### config.mk
export PLATFORM = sky130hd
export DESIGN_NAME = seq_divider
export DESIGN_NICKNAME = d
export VERILOG_FILES = /design/src/rtl/seq_divider_pkg.sv /design/src/rtl/div_step.sv /design/src/rtl/seq_divider.sv
export SDC_FILE = /design/constraint.sdc
export NUM_CORES = 1
export LEC_CHECK = 0
export ABC_AREA = 1
export ABC_CLOCK_PERIOD_IN_PS = 1600
export CORE_ASPECT_RATIO = 0.5
export CORE_MARGIN = 2
export CORE_UTILIZATION = 44
export DETAILED_ROUTE_END_ITERATION = 16
export PLACE_DENSITY = 0.8
export RECOVER_POWER = 25
export SLEW_MARGIN = 15
export SYNTH_ARGS = -nofsm -noshare
export SYNTH_HDL_FRONTEND = slang
export SYNTH_HIERARCHICAL = 1
export SYNTH_SLANG_ARGS = --single-unit
### constraint.sdc
create_clock -name clk -period 1.6 [get_ports clk]
set_input_delay 0.16 -clock clk [delete_from_list [all_inputs] [get_ports clk]]
set_output_delay 0.16 -clock clk [all_outputs]
set_load 0.02 [all_outputs]
### src/rtl/seq_divider_pkg.sv
// Shared definitions for the sequential restoring divider.
package seq_divider_pkg;

    // Default divisor/remainder width; dividend and quotient are twice this.
    localparam int unsigned DivN = 4;

    typedef enum logic [1:0] {
        StIdle = 2'd0,
        StCalc = 2'd1,
        StDone = 2'd2
    } div_state_e;

endpackage

### src/rtl/div_step.sv
// One restoring-division step: shift in a dividend bit, trial-subtract the divisor.
module div_step
    import seq_divider_pkg::*;
#(
    parameter int unsigned N = DivN
) (
    input  logic [N-1:0] part_rem,
    input  logic         next_bit,
    input  logic [N-1:0] divisor,
    output logic [N-1:0] new_rem,
    output logic         q_bit
);

    logic [N:0] shifted;

    // Compare and conditionally subtract. part_rem < divisor, so the difference
    // always fits in N bits and can be taken modulo 2^N.
    always_comb begin
        shifted = {part_rem, next_bit};
        q_bit   = (shifted >= {1'b0, divisor});
        new_rem = q_bit ? (shifted[N-1:0] - divisor) : shifted[N-1:0];
    end

endmodule

### src/rtl/seq_divider.sv
// Sequential unsigned divider: 2N-bit dividend by N-bit divisor, one bit per cycle.
module seq_divider
    import seq_divider_pkg::*;
#(
    parameter int unsigned N = DivN
) (
    input  logic           clk,
    input  logic           rst,
    input  logic           start,
    input  logic [2*N-1:0] dividend,
    input  logic [N-1:0]   divisor,
    output logic [2*N-1:0] quotient,
    output logic [N-1:0]   remainder,
    output logic           busy,
    output logic           done,
    output logic           dbz
);

    localparam int unsigned CntW = $clog2(2 * N) + 1;
    localparam logic [CntW-1:0] LastStep = CntW'(2 * N - 1);

    div_state_e state_q, state_d;

    // quo_q starts as the dividend and is shifted left each step; quotient bits
    // enter at the LSB, so after 2N steps it holds the full quotient.
    logic [2*N-1:0] quo_q;
    logic [N-1:0]   rem_q;
    logic [N-1:0]   div_q;
    logic [CntW-1:0] cnt_q;
    logic           dbz_q;

    logic [N-1:0]   step_rem;
    logic           step_q;

    div_step #(
        .N (N)
    ) u_step (
        .part_rem (rem_q),
        .next_bit (quo_q[2*N-1]),
        .divisor  (div_q),
        .new_rem  (step_rem),
        .q_bit    (step_q)
    );

    // State register.
    always_ff @(posedge clk) begin
        if (rst) begin
            state_q <= StIdle;
        end else begin
            state_q <= state_d;
        end
    end

    // Next-state logic; start only matters in idle.
    always_comb begin
        state_d = state_q;
        unique case (state_q)
            StIdle: begin
                if (start) begin
                    state_d = (divisor == '0) ? StDone : StCalc;
                end
            end
            StCalc: begin
                if (cnt_q == LastStep) begin
                    state_d = StDone;
                end
            end
            StDone:  state_d = StIdle;
            default: state_d = StIdle;
        endcase
    end

    // Status outputs decoded from state.
    always_comb begin
        busy = (state_q != StIdle);
        done = (state_q == StDone);
    end

    // Datapath: capture operands on accept, one restoring step per calc cycle.
    always_ff @(posedge clk) begin
        if (rst) begin
            quo_q <= '0;
            rem_q <= '0;
            div_q <= '0;
            cnt_q <= '0;
            dbz_q <= 1'b0;
        end else begin
            case (state_q)
                StIdle: begin
                    if (start) begin
                        if (divisor == '0) begin
                            quo_q <= {(2 * N){1'b1}};
                            rem_q <= '0;
                            dbz_q <= 1'b1;
                        end else begin
                            quo_q <= dividend;
                            rem_q <= '0;
                            div_q <= divisor;
                            cnt_q <= '0;
                            dbz_q <= 1'b0;
                        end
                    end
                end
                StCalc: begin
                    quo_q <= {quo_q[2*N-2:0], step_q};
                    rem_q <= step_rem;
                    cnt_q <= cnt_q + CntW'(1);
                end
                default: ;
            endcase
        end
    end

    assign quotient  = quo_q;
    assign remainder = rem_q;
    assign dbz       = dbz_q;

endmodule

---- Word-level counts from Yosys, hierarchy flattened ----
Cells that the tools add are included.
word-level totals
  flip-flop bits (word level) ............. 23
  output and inout bits ................... 15
  word-level logic and storage cells ...... 39
  input bits .............................. 15
cells by class
  equal/unequal tests ..................... 6
  add/subtract/negate cells ............... 2
  mux-type cells .......................... 14
  reductions and logical operators ........ 9
  bitwise operators ....................... 1
  order comparisons ....................... 1
operators with widths
  operator                                                                count
  4-bit two-way mux                                                       4
  8-bit two-way mux                                                       2
  4-bit one-hot mux with 2 select lines                                   2
  8-bit one-hot mux with 2 select lines                                   1
  2-bit two-way mux                                                       3
  2-bit != test (second input constant)                                   3
  2-bit AND reduction                                                     3
  3-bit AND reduction                                                     2
  5-bit by 4-bit greater-or-equal comparator with 1-bit output            1
  4-bit by 1-bit adder with 4-bit output (second input constant)          1
  4-bit by 3-bit equality test with 1-bit output (second input constant)  1
  4-bit zero test                                                         1
  2-bit one-hot mux with 2 select lines                                   1
  2-bit nonzero test                                                      2
  4-bit subtractor                                                        1
  2-bit by 1-bit equality test with 1-bit output (second input constant)  1
  2-bit equality test (second input constant)                             1
  2-bit zero test                                                         1
  1-bit two-way mux                                                       1
  1-bit NOT                                                               1

---- Logic depth before layout (Yosys ltp) ----
Gate-level depths: netlist of run 1.
  depth in word-level cells ............... 4
  gate-level depth with buffers ........... 11
  mapped depth without buffers ............ 11

---- Hierarchy ----
The synthesis of run 1 kept the hierarchy.
modules (own cells, without submodules)
  module       instances  cells an instance  sequential area each (um^2)  area each (um^2)
  seq_divider  1          135                460.4                        994.7
  div_step     1          39                 0.0                          254.0

---- Worst setup path after synthesis of run 1 ----
No wires, ideal clock.
  path type ............................... flip-flop to flip-flop
  from .................................... reg rem_q[2], in the netlist remainder[2]
  to ...................................... reg quo_q[0], in the netlist quotient[0]
  data arrival time ....................... 1.567 ns
  slack ................................... -0.084 ns
  buffers on the path ..................... 0
  data required time ...................... 1.483 ns
  setup time .............................. 0.117 ns
  clock period less this slack ............ 1.684 ns
  stages on the path, launching flop included .. 9
  cell sequence ........................... dfxtp_1 > ha_1 > nand2_1 > nor2_4 > nor2_4 > nand2_4 > or2_2 > o21ai_0 > nor2_1
between the ends
  word-level cells in the longest chain between the ends .. 2
ends and longest elaborated chain
  element                                                       RTL line            RTL
  from (decl)                                                   seq_divider.sv:27   logic [N-1:0] rem_q;
  from (signal assigned)                                        seq_divider.sv:106  rem_q <= step_rem;
  5-bit by 4-bit greater-or-equal comparator with 1-bit output  div_step.sv:20      q_bit = (shifted >= {1'b0, divisor});
  via step_q                                                    seq_divider.sv:33   logic step_q;
  8-bit one-hot mux with 2 select lines                         seq_divider.sv:88   case (state_q)
  to (signal assigned)                                          seq_divider.sv:92   quo_q <= {(2 * N){1'b1}};
  to (signal assigned)                                          seq_divider.sv:96   quo_q <= dividend;
  to (signal assigned)                                          seq_divider.sv:105  quo_q <= {quo_q[2*N-2:0], step_q};
  to (decl)                                                     seq_divider.sv:26   logic [2*N-1:0] quo_q;
The timed path passes the listed nets, and every way through them passes these cells.
A chain may end at the register's enable or synchronous reset.

---- Final worst setup path of run 1 ----
  from .................................... reg rem_q[1], in the netlist remainder[1]
  to ...................................... out remainder[1]
RTL lines
  element    RTL line           RTL
  to (decl)  seq_divider.sv:13  output logic [N-1:0] remainder,
No word-level cell between the ends.

==> key figures, run 1 <==
Status
  • Status: finished clean

Critical path
  • Critical path origin: remainder[1]$_SDFFE_PP0P_
  • Crit path buf inv count: 2
  • R2R Path Start: div_q[2]$_SDFFE_PP0P_
  • CP Cell Sequence: buf_4 > clkdlybuf4s50_1
  • Flop-to-flop setup slack: 0.10 ns
  • CP Launch Type: flip-flop
  • Worst Setup End Kind: output pin
  • CP top delay family: buffers and inverters
  • Critical path type: reg -> out
  • Max stage delay on crit path: 0.60 ns
  • RR Endpoint: remainder[3]$_SDFFE_PP0P_
  • Worst Path Arrival: 1.35 ns
  • Required time of the critical path: 1.44 ns
  • Worst path depth: 2
  • Worst-path fanout max: 3
  • Crit-path slowest cell: clkdlybuf4s50_1
  • Crit path capture: remainder[1]
  • R2R cell count: 11

CTS
  • CTS tree: done
  • Clock slew at reported path FFs: 0.08 ns
  • CTS buffer count: 3
  • Clock Sink Count: 23
  • CTS H-tree lvls: 1
  • Post-CTS Hold Buffers: 0
  • CTS max path bufs: 2
  • CTS root buffer: clkbuf_8
  • Clock Latency Late Sink: 0.26 ns

Pwr
  • Peak VDD IR: 0.6348 mV
  • Power Density: 940.4 nW/um^2
  • Cell leakage power: 0.7663 nW

Layout
  • N_diodes: 0
  • Area occupied by multi-input gates: 753.2 sq um
  • Fillers: 239
  • Post-route insts no fill: 251
  • Area delta synth->final: 40.58%
  • Reg area: 469.2 sq um
  • Final net count: 236
  • Fraction of layout cells with a size suffix above 1: 20.09%

Die
  • DIE AREA: 3306 sq um
  • Starting density of the core: 47.10%
  • Core Rows: 13
  • Core ar.: 2651 sq um
  • IO Pins: 30
  • Die height: 41.67 um
  • DIE WIDTH: 79.34 um

Logic synthesis
  • Synth Flop Type: dfxtp_1
  • Mapped cell area: 1249 sq um
  • Top post-synthesis cells by area: dfxtp_1 37%, nand2_1 13%, a21oi_1 6.0%
  • Avg Cell Area, Syn: 7.176 sq um
  • Top cell type by total area after synthesis: dfxtp_1
  • Sequential fraction of the synthesis area: 36.87%
  • Async S/R FF share, synth: 0%
  • Syn nets: 195
  • Distinct cells, synth: 25
  • Most common library cells after synthesis: 42 x nand2_1, 23 x dfxtp_1, 18 x inv_1, 18 x nor2_1, 15 x a21oi_1
  • Post-synth top area share: 36.87%
  • Post-synth EDFFs: 0
  • Count leader, synth: nand2_1
  • Flops & latches, synth: 23
  • Cell count after synthesis: 174
  • YS warnings: 6

Global routing
  • Antenna violations before repair: 0
  • GRT Total Usage: 19.50%
  • Global route overflow: 0
  • Pin count of the biggest net entering global routing: 16
  • First-pass GRT wire length: 5.023 mm
  • Number of global-route vias before repair: 1158

STA
  • Worst Skew: 0.005306 ns
  • Least-Margin Pin Slew: 0.5198 ns
  • Final period util: 94.28%
  • Max-slew violations: 0
  • Setup WS post-layout: 0.09150 ns
  • Fmax achieved: 662.9 MHz
  • Post-route minimum period: 1.509 ns
  • Slew headroom: 65.22%
  • Final setup violation count: 0
  • Final count of hold timing violations: 0

Placed design
  • Placed Cells: 246
  • DP HPWL: 2.209 mm
  • Final GP Congestion: 0.8190
  • Number of buffers added on ports: 29
  • Dpl ws: -0.05961 ns

Routing
  • TritonRoute pass-1 iters: 4
  • Routed vias/inst: 4.920
  • Post-route DRC: 0
  • Post-Route WL: 2.973 mm
  • Routed vias: 1235
  • Initial drt markers: 30
  • Final ANT Viol Nets: 0
  • Wire length per cell: 11.84 um

Run
  • MaxCap Viol Count: 0

Worst hold path
  • Worst Hold Class: reg -> reg
cell families (layout without fill, tap and decap cells):
| group | after synthesis | count (layout) | synth area share [%] |
|---|---|---|---|
| AND/OR/NAND/NOR | 91 | 91 | 35.37 |
| flip-flops | 23 | 23 | 36.87 |
| XOR/XNOR | 1 | 1 | 0.7015 |
| AO/OA/AOI/OAI | 30 | 30 | 12.32 |
| adder cells (fa/ha/maj) | 6 | 6 | 6.613 |
| buffers and inverters | 23 | 63 | 8.116 |
placed cells by master (no fill, tap or decap), types with 2 or more instances in the layout:
| cell | count |
|---|---|
| or2_2 | 2 |
| o21ai_0 | 12 |
| inv_2 | 2 |
| o21ai_1 | 2 |
| nor2_1 | 19 |
| clkdlybuf4s50_1 | 27 |
| nor3_1 | 4 |
| clkbuf_8 | 3 |
| inv_1 | 18 |
| nand2_4 | 4 |
| buf_4 | 10 |
| dfxtp_2 | 7 |
| nand2_1 | 39 |
| ha_4 | 4 |
| or2_0 | 3 |
| nor2_4 | 2 |
| nand3_1 | 8 |
| dfxtp_1 | 16 |
| nand2_2 | 5 |
| a21oi_1 | 14 |
flip-flops by register name, indices dropped and copies added (netlist names):
signal	count
state_q	2
remainder	4
quotient	8
cnt_q	4
div_q	4
dbz	1
layer usage:
metal  vias to the layer above  global-route usage [%]  part of all wire, %
met5                         -                       0                    0
met3                         4                   5.435                  5.5
met4                         0                   6.207                  1.1
li1                        633                       -                    -
met2                        41                   31.02                   46
met1                       557                   25.92                   47
what timing repair did:
action	in CTS	in global routing
setup buffers	0	1
setup endpoints to repair	6	6
resized for setup	2	14
pin swaps	0	5
layout make-up:
cell class | count | area share [%]
clock buffer | 4 | 2.566
timing repair buffer | 39 | 20.88
multi-input combinational | 128 | 42.91
tap | 37 | 2.637
inverter | 20 | 4.277
sequential | 23 | 26.73
worst min-delay path: stages, from the launching register on:
cell and delay (ns):
dfxtp_2 0.33, nand2_1 0.05, a21oi_1 0.05
where the power goes:
group / total, mW / switching [mW] / internal, mW
registers: 0.666 / 0.0411 / 0.625
logic: 0.624 / 0.331 / 0.294
clock network: 0.360 / 0.182 / 0.178
total: 1.65 / 0.554 / 1.10
stage by stage:
step | TNS (ns) | hold slack (ns) | util [%] | total power, mW | area (sq um)
final | 0 | 0.4684 | 66.21 | 1.651 | 1755
after global routing | -0.01261 | 0.4704 | 66.21 | 1.759 | 1755
after CTS | 0 | 0.4709 | 63.66 | 1.623 | 1688
after detailed placement | -0.08560 | 0.4606 | 61.54 | 1.262 | 1632
after global placement | 0 | 0.4516 | 61.54 | 1.245 | 1632
after floorplan | 0 | 0.2217 | - | 1.031 | 1254
worst min path at each step:
stage | from | end | depth (start not counted)
5_1_grt | dividend[3] | quotient[3]$_SDFFE_PP0P_ | 3
2_1_floorplan | rst | remainder[0]$_SDFFE_PP0P_ | 1
3_3_place_gp | div_q[3]$_SDFFE_PP0P_ | div_q[3]$_SDFFE_PP0P_ | 2
4_1_cts | dividend[3] | quotient[3]$_SDFFE_PP0P_ | 3
6_report | div_q[3]$_SDFFE_PP0P_ | div_q[3]$_SDFFE_PP0P_ | 2
3_5_place_dp | div_q[0]$_SDFFE_PP0P_ | div_q[0]$_SDFFE_PP0P_ | 2
Note: power is estimated with default switching activity, not from simulation.
==> run 2, diff against run 1 <==
==> constraint.sdc (replaced) <==
create_clock -name clk -period 1.6 [get_ports clk]
set_input_delay 0.32 -clock clk [delete_from_list [all_inputs] [get_ports clk]]
set_output_delay 0.32 -clock clk [all_outputs]
set_load 0.02 [all_outputs]
==> key figures, run 2 (same netlist as run 1, synthesis figures left out) <==
STA
  • Final count of hold timing violations: 0 (unchanged)
  • Fmax achieved: 634.3 MHz (-4.3%)
  • Max-slew violations: 0 (unchanged)
  • Worst Skew: 0.007127 ns (+0.001820 ns)
  • Post-route minimum period: 1.577 ns (+0.06816 ns)
  • Slew headroom: 66.18% (+0.96 points)
  • Final Hold Slack: 0.4726 ns (+0.004179 ns)
  • Setup TNS: 0 ns (unchanged)
  • Least-Margin Pin Slew: 0.5055 ns (-0.01436 ns)
  • RSZ-0062 raised after global routing: yes
  • Final period util: 98.54% (+4.3 points)
  • Setup WS post-layout: 0.02333 ns (-0.06816 ns)
  • Final setup violation count: 0 (unchanged)

Layout
  • Most frequent cells in the layout: 39 x nand2_1, 19 x nor2_1, 19 x clkdlybuf4s50_1, 18 x inv_1, 17 x dfxtp_1
  • Max FFs per register: 8 (unchanged)
  • Fillers: 273 (+14%)
  • Area delta synth->final: 36.97%
  • Fraction of layout cells with a size suffix above 1: 19.53% (-0.56 points)
  • Final net count: 237 (+0.42%)
  • N_diodes: 0 (unchanged)
  • Post-route insts no fill: 252 (+0.40%)
  • Area occupied by multi-input gates: 740.7 sq um (-1.7%)
  • Most common library cell in the layout ignoring fill and taps: nand2_1
  • Reg area: 467.9 sq um (-0.27%)

CTS
  • Post-CTS Hold Buffers: 0 (unchanged)
  • CTS buffer count: 3 (unchanged)
  • Clock Latency Late Sink: 0.27 ns (about the same)
  • CTS tree: done
  • CTS max path bufs: 2 (unchanged)
  • Clock slew at reported path FFs: 0.08 ns (about the same)
  • Clock Sink Count: 23 (unchanged)
  • CTS root buffer: clkbuf_8
  • CTS H-tree lvls: 1 (unchanged)

Critical path
  • Critical path type: reg -> reg
  • Required time of the critical path: 1.80 ns (+0.36 ns)
  • CP Launch Type: flip-flop
  • Critical path origin: quotient[7]$_SDFFE_PP0P_
  • R2R Path Start: quotient[7]$_SDFFE_PP0P_
  • Worst Path Arrival: 1.77 ns (+0.42 ns)
  • Worst Setup End Kind: flip-flop
  • Worst-path fanout max: 3 (unchanged)

Global routing
  • GRT Total Usage: 19.60% (+0.094 points)
  • Antenna violations before repair: 0 (unchanged)
  • Global route overflow: 0 (unchanged)
  • Pin count of the biggest net entering global routing: 16 (unchanged)
  • Number of global-route vias before repair: 1106 (-4.5%)
  • First-pass GRT wire length: 5.009 mm (-0.28%)

Pwr
  • Flop pwr share: 40.5% (about the same)
  • P_int: 1.075 mW (-2.0%)
  • Peak VDD IR: 0.5406 mV (-15%)
  • Cell leakage power: 0.7574 nW (-1.2%)
  • Sw power: 564.5 uW (+1.9%)
  • Clock power frac: 22.1% (+0.3 points)
  • Power Density: 958.3 nW/um^2 (+1.9%)
  • Sw Share: 34.44% (+0.87 points)
  • Logic gate share of total power: 37.4% (-0.4 points)

Worst hold path
  • Min-delay src: div_q[0]$_SDFFE_PP0P_
  • Worst Hold Class: reg -> reg

Routing
  • Wire length per cell: 12.47 um (+5.3%)
  • Post-Route WL: 3.142 mm (+5.7%)
  • Initial drt markers: 57 (+90%)
  • Routed vias: 1256 (+1.7%)
  • Post-route DRC: 0 (unchanged)
  • Final ANT Viol Nets: 0 (unchanged)
  • TritonRoute pass-1 iters: 4 (unchanged)
  • Routed vias/inst: 4.984 (+1.3%)

Die
  • Core ar.: 2651 sq um (unchanged)
  • DIE WIDTH: 79.34 um (unchanged)
  • IO Pins: 30 (unchanged)
  • Die height: 41.67 um (unchanged)
  • Starting density of the core: 47.10% (unchanged)
  • Core Rows: 13 (unchanged)
  • DIE AREA: 3306 sq um (unchanged)

Placed design
  • DP HPWL: 2.221 mm (+0.54%)
  • Placed Cells: 246 (unchanged)
  • Dpl ws: -0.05396 ns (+0.005654 ns)
  • Final GP Congestion: 0.8186 (about the same)
  • Number of buffers added on ports: 29 (unchanged)

Run
  • MaxCap Viol Count: 0 (unchanged)

Status
  • Status: finished clean
run 2: cell types whose count changed in the layout (fill, tap and decap cells not counted), sizes merged:
cell           delta
buf               +1
clkbuf            +5
dlygate4sd2       +4
clkdlybuf4s50     -8
dlymetal6s2s      -1
run 2: final timing paths:
path	to	slack (ns)	cells past startpoint
min	div_q[0]$_SDFFE_PP0P_	0.47	2
min reg2reg	div_q[0]$_SDFFE_PP0P_	0.47	2
max	remainder[2]$_SDFFE_PP0P_	0.02	10
max reg2reg	remainder[2]$_SDFFE_PP0P_	0.02	10
run 2: what timing repair did:
action	4_1_cts	5_1_grt
pin swaps	0	3
gates resized for setup	6	15
endpoints found under the setup margin	10	10
setup buffers	0	2
run 2: per-layer routing:
metal	track usage, %	wire length [um]
met1	26.19	1442
met2	31.02	1496
met3	5.435	158
met5	0	0
met4	6.207	45
run 2: layout make-up:
type                            instances  area share [%]
Timing Repair Buffer                   40           19.61
Inverter                               20           4.389
Sequential cell                        23           27.36
Clock buffer                            4           2.634
Multi-Input combinational cell        128           43.31
Tap cell                               37           2.707
run 2: stage by stage:
step                      power (mW)  area (sq um)  util (%)
after CTS                      1.625          1683     63.47
after global routing           1.742          1710     64.51
final                          1.639          1710     64.51
after detailed placement       1.265          1632     61.54
after global placement         1.245          1632     61.54
after floorplan                1.031          1254         -
run 2: power by group through the flow:
stage                     Combinational [mW]  Sequential [mW]  Clock, mW
after floorplan                        0.318            0.713          0
after global placement                 0.570            0.674          0
after detailed placement               0.591            0.675          0
after CTS                              0.591            0.662      0.372
after global routing                   0.675            0.671      0.395
final                                  0.613            0.665      0.362
run 2: critical path: stages, from the launching register on:
cell	delay, ns
dfxtp_2	0.34
inv_1	0.04
ha_1	0.31
nand2_2	0.11
nor2_4	0.04
nor2_4	0.14
buf_4	0.15
nand3_1	0.08
nand2_1	0.08
nand2_1	0.08
a21oi_1	0.15
==> run 3, diff against run 2 <==
- CAP_MARGIN: unset -> 40
- SKIP_LAST_GASP: unset -> 1
==> key figures, run 3 (same netlist as run 1, synthesis figures left out) <==
Critical path
  • Critical path type: reg -> reg
  • Required time of the critical path: 1.80 ns (about the same)
  • Flop-to-flop setup slack: 0.02 ns (about the same)
  • Worst-path fanout max: 3 (unchanged)
  • Worst Setup End Kind: flip-flop
  • CP Launch Type: flip-flop
  • Worst Path Arrival: 1.77 ns (about the same)

Routing
  • TritonRoute pass-1 iters: 4 (unchanged)
  • Routed vias: 1256 (unchanged)
  • Post-Route WL: 3.142 mm (unchanged)
  • Post-route DRC: 0 (unchanged)
  • Wire length per cell: 12.47 um (unchanged)
  • Initial drt markers: 57 (unchanged)
  • Final ANT Viol Nets: 0 (unchanged)
  • Routed vias/inst: 4.984 (unchanged)

STA
  • RSZ-0062 raised after global routing: yes
  • Slew headroom: 66.18% (unchanged)
  • Least-Margin Pin Slew: 0.5055 ns (unchanged)
  • Final Hold Slack: 0.4726 ns (unchanged)
  • Max-slew violations: 0 (unchanged)
  • Setup WS post-layout: 0.02333 ns (unchanged)
  • Fmax achieved: 634.3 MHz (unchanged)
  • Final count of hold timing violations: 0 (unchanged)
  • Worst Skew: 0.007127 ns (unchanged)
  • Post-route minimum period: 1.577 ns (unchanged)
  • Final period util: 98.54% (unchanged)
  • Final setup violation count: 0 (unchanged)

CTS
  • CTS H-tree lvls: 1 (unchanged)
  • Clock slew at reported path FFs: 0.08 ns (about the same)
  • CTS buffer count: 3 (unchanged)
  • CTS root buffer: clkbuf_8
  • CTS max path bufs: 2 (unchanged)
  • Clock Latency Late Sink: 0.27 ns (about the same)
  • CTS tree: done
  • Clock Sink Count: 23 (unchanged)

Layout
  • Most common library cell in the layout ignoring fill and taps: nand2_1
  • Area occupied by multi-input gates: 740.7 sq um (unchanged)
  • Reg area: 467.9 sq um (unchanged)
  • Final net count: 237 (unchanged)
  • Area delta synth->final: 36.97% (unchanged)
  • Most frequent cells in the layout: 39 x nand2_1, 19 x nor2_1, 19 x clkdlybuf4s50_1, 18 x inv_1, 17 x dfxtp_1
  • Max FFs per register: 8 (unchanged)
  • N_diodes: 0 (unchanged)
  • Post-route insts no fill: 252 (unchanged)
  • Final core occ: 64.51% (unchanged)
  • Fraction of layout cells with a size suffix above 1: 19.53% (unchanged)
  • Fillers: 273 (unchanged)

Global routing
  • Global route overflow: 0 (unchanged)
  • Number of global-route vias before repair: 1106 (unchanged)
  • Pin count of the biggest net entering global routing: 16 (unchanged)
  • GRT Total Usage: 19.60% (unchanged)
  • Antenna violations before repair: 0 (unchanged)
  • First-pass GRT wire length: 5.009 mm (unchanged)

Die
  • Die height: 41.67 um (unchanged)
  • IO Pins: 30 (unchanged)
  • DIE AREA: 3306 sq um (unchanged)
  • Starting density of the core: 47.10% (unchanged)
  • DIE WIDTH: 79.34 um (unchanged)
  • Core ar.: 2651 sq um (unchanged)
  • Core Rows: 13 (unchanged)

Placed design
  • Number of buffers added on ports: 29 (unchanged)
  • DP HPWL: 2.221 mm (unchanged)
  • Placed Cells: 246 (unchanged)
  • Dpl ws: -0.05396 ns (unchanged)
  • Final GP Congestion: 0.8186 (unchanged)

Pwr
  • Power Density: 958.3 nW/um^2 (unchanged)
  • Cell leakage power: 0.7574 nW (unchanged)
  • Peak VDD IR: 0.5406 mV (unchanged)
  • Total power: 1.639 mW (unchanged)

Status
  • Status: finished clean

Worst hold path
  • Worst Hold Class: reg -> reg

Run
  • MaxCap Viol Count: 0 (unchanged)
-- run 3: critical path, stage by stage (launching register included) --
cell and delay, ns:
dfxtp_2 0.34, inv_1 0.04, ha_1 0.31, nand2_2 0.11, nor2_4 0.04, nor2_4 0.14, buf_4 0.15, nand3_1 0.08
nand2_1 0.08, nand2_1 0.08, a21oi_1 0.15
-- run 3: what timing repair did --
| item | CTS | global route |
|---|---|---|
| endpoints found under the setup margin | 10 | 10 |
| cloned | 0 | 0 |
| pin swaps | 0 | 3 |
| hold buffers | 0 | 0 |
| gates resized for setup | 6 | 15 |
| buffers inserted | 0 | 2 |
-- run 3: metal layers --
layer | global-route usage (%) | part of all wire [%] | vias up
li1 | - | - | 637
met1 | 26.19 | 46 | 571
met2 | 31.02 | 48 | 42
met3 | 5.435 | 5.0 | 6
met4 | 6.207 | 1.4 | 0
met5 | 0 | 0 | -
-- run 3: path summary, 6_finish.rpt --
path | startpoint | end | cells past startpoint
setup / recovery | quotient[7]$_SDFFE_PP0P_ | remainder[2]$_SDFFE_PP0P_ | 10
hold / removal | div_q[0]$_SDFFE_PP0P_ | div_q[0]$_SDFFE_PP0P_ | 2
setup reg to reg | quotient[7]$_SDFFE_PP0P_ | remainder[2]$_SDFFE_PP0P_ | 10
hold reg to reg | div_q[0]$_SDFFE_PP0P_ | div_q[0]$_SDFFE_PP0P_ | 2
-- run 3: area by class of cell --
| type | instances | area share (%) |
|---|---|---|
| Clock buffer | 4 | 2.634 |
| Inverter | 20 | 4.389 |
| Multi-Input combinational cell | 128 | 43.31 |
| Sequential cell | 23 | 27.36 |
| Tap cell | 37 | 2.707 |
| Timing Repair Buffer | 40 | 19.61 |
-- run 3: through the flow --
stage | cell area, sq um | TNS (ns)
finish | 1710 | 0
global route | 1710 | -0.1068
CTS | 1683 | 0
detailed placement | 1632 | -0.05767
global placement | 1632 | 0
floorplan | 1254 | 0
-- run 3: power breakdown --
| part | switching, mW | total, mW | internal (mW) |
|---|---|---|---|
| Sequential | 0.0397 | 0.665 | 0.625 |
| Combinational | 0.341 | 0.613 | 0.272 |
| Clock | 0.184 | 0.362 | 0.178 |
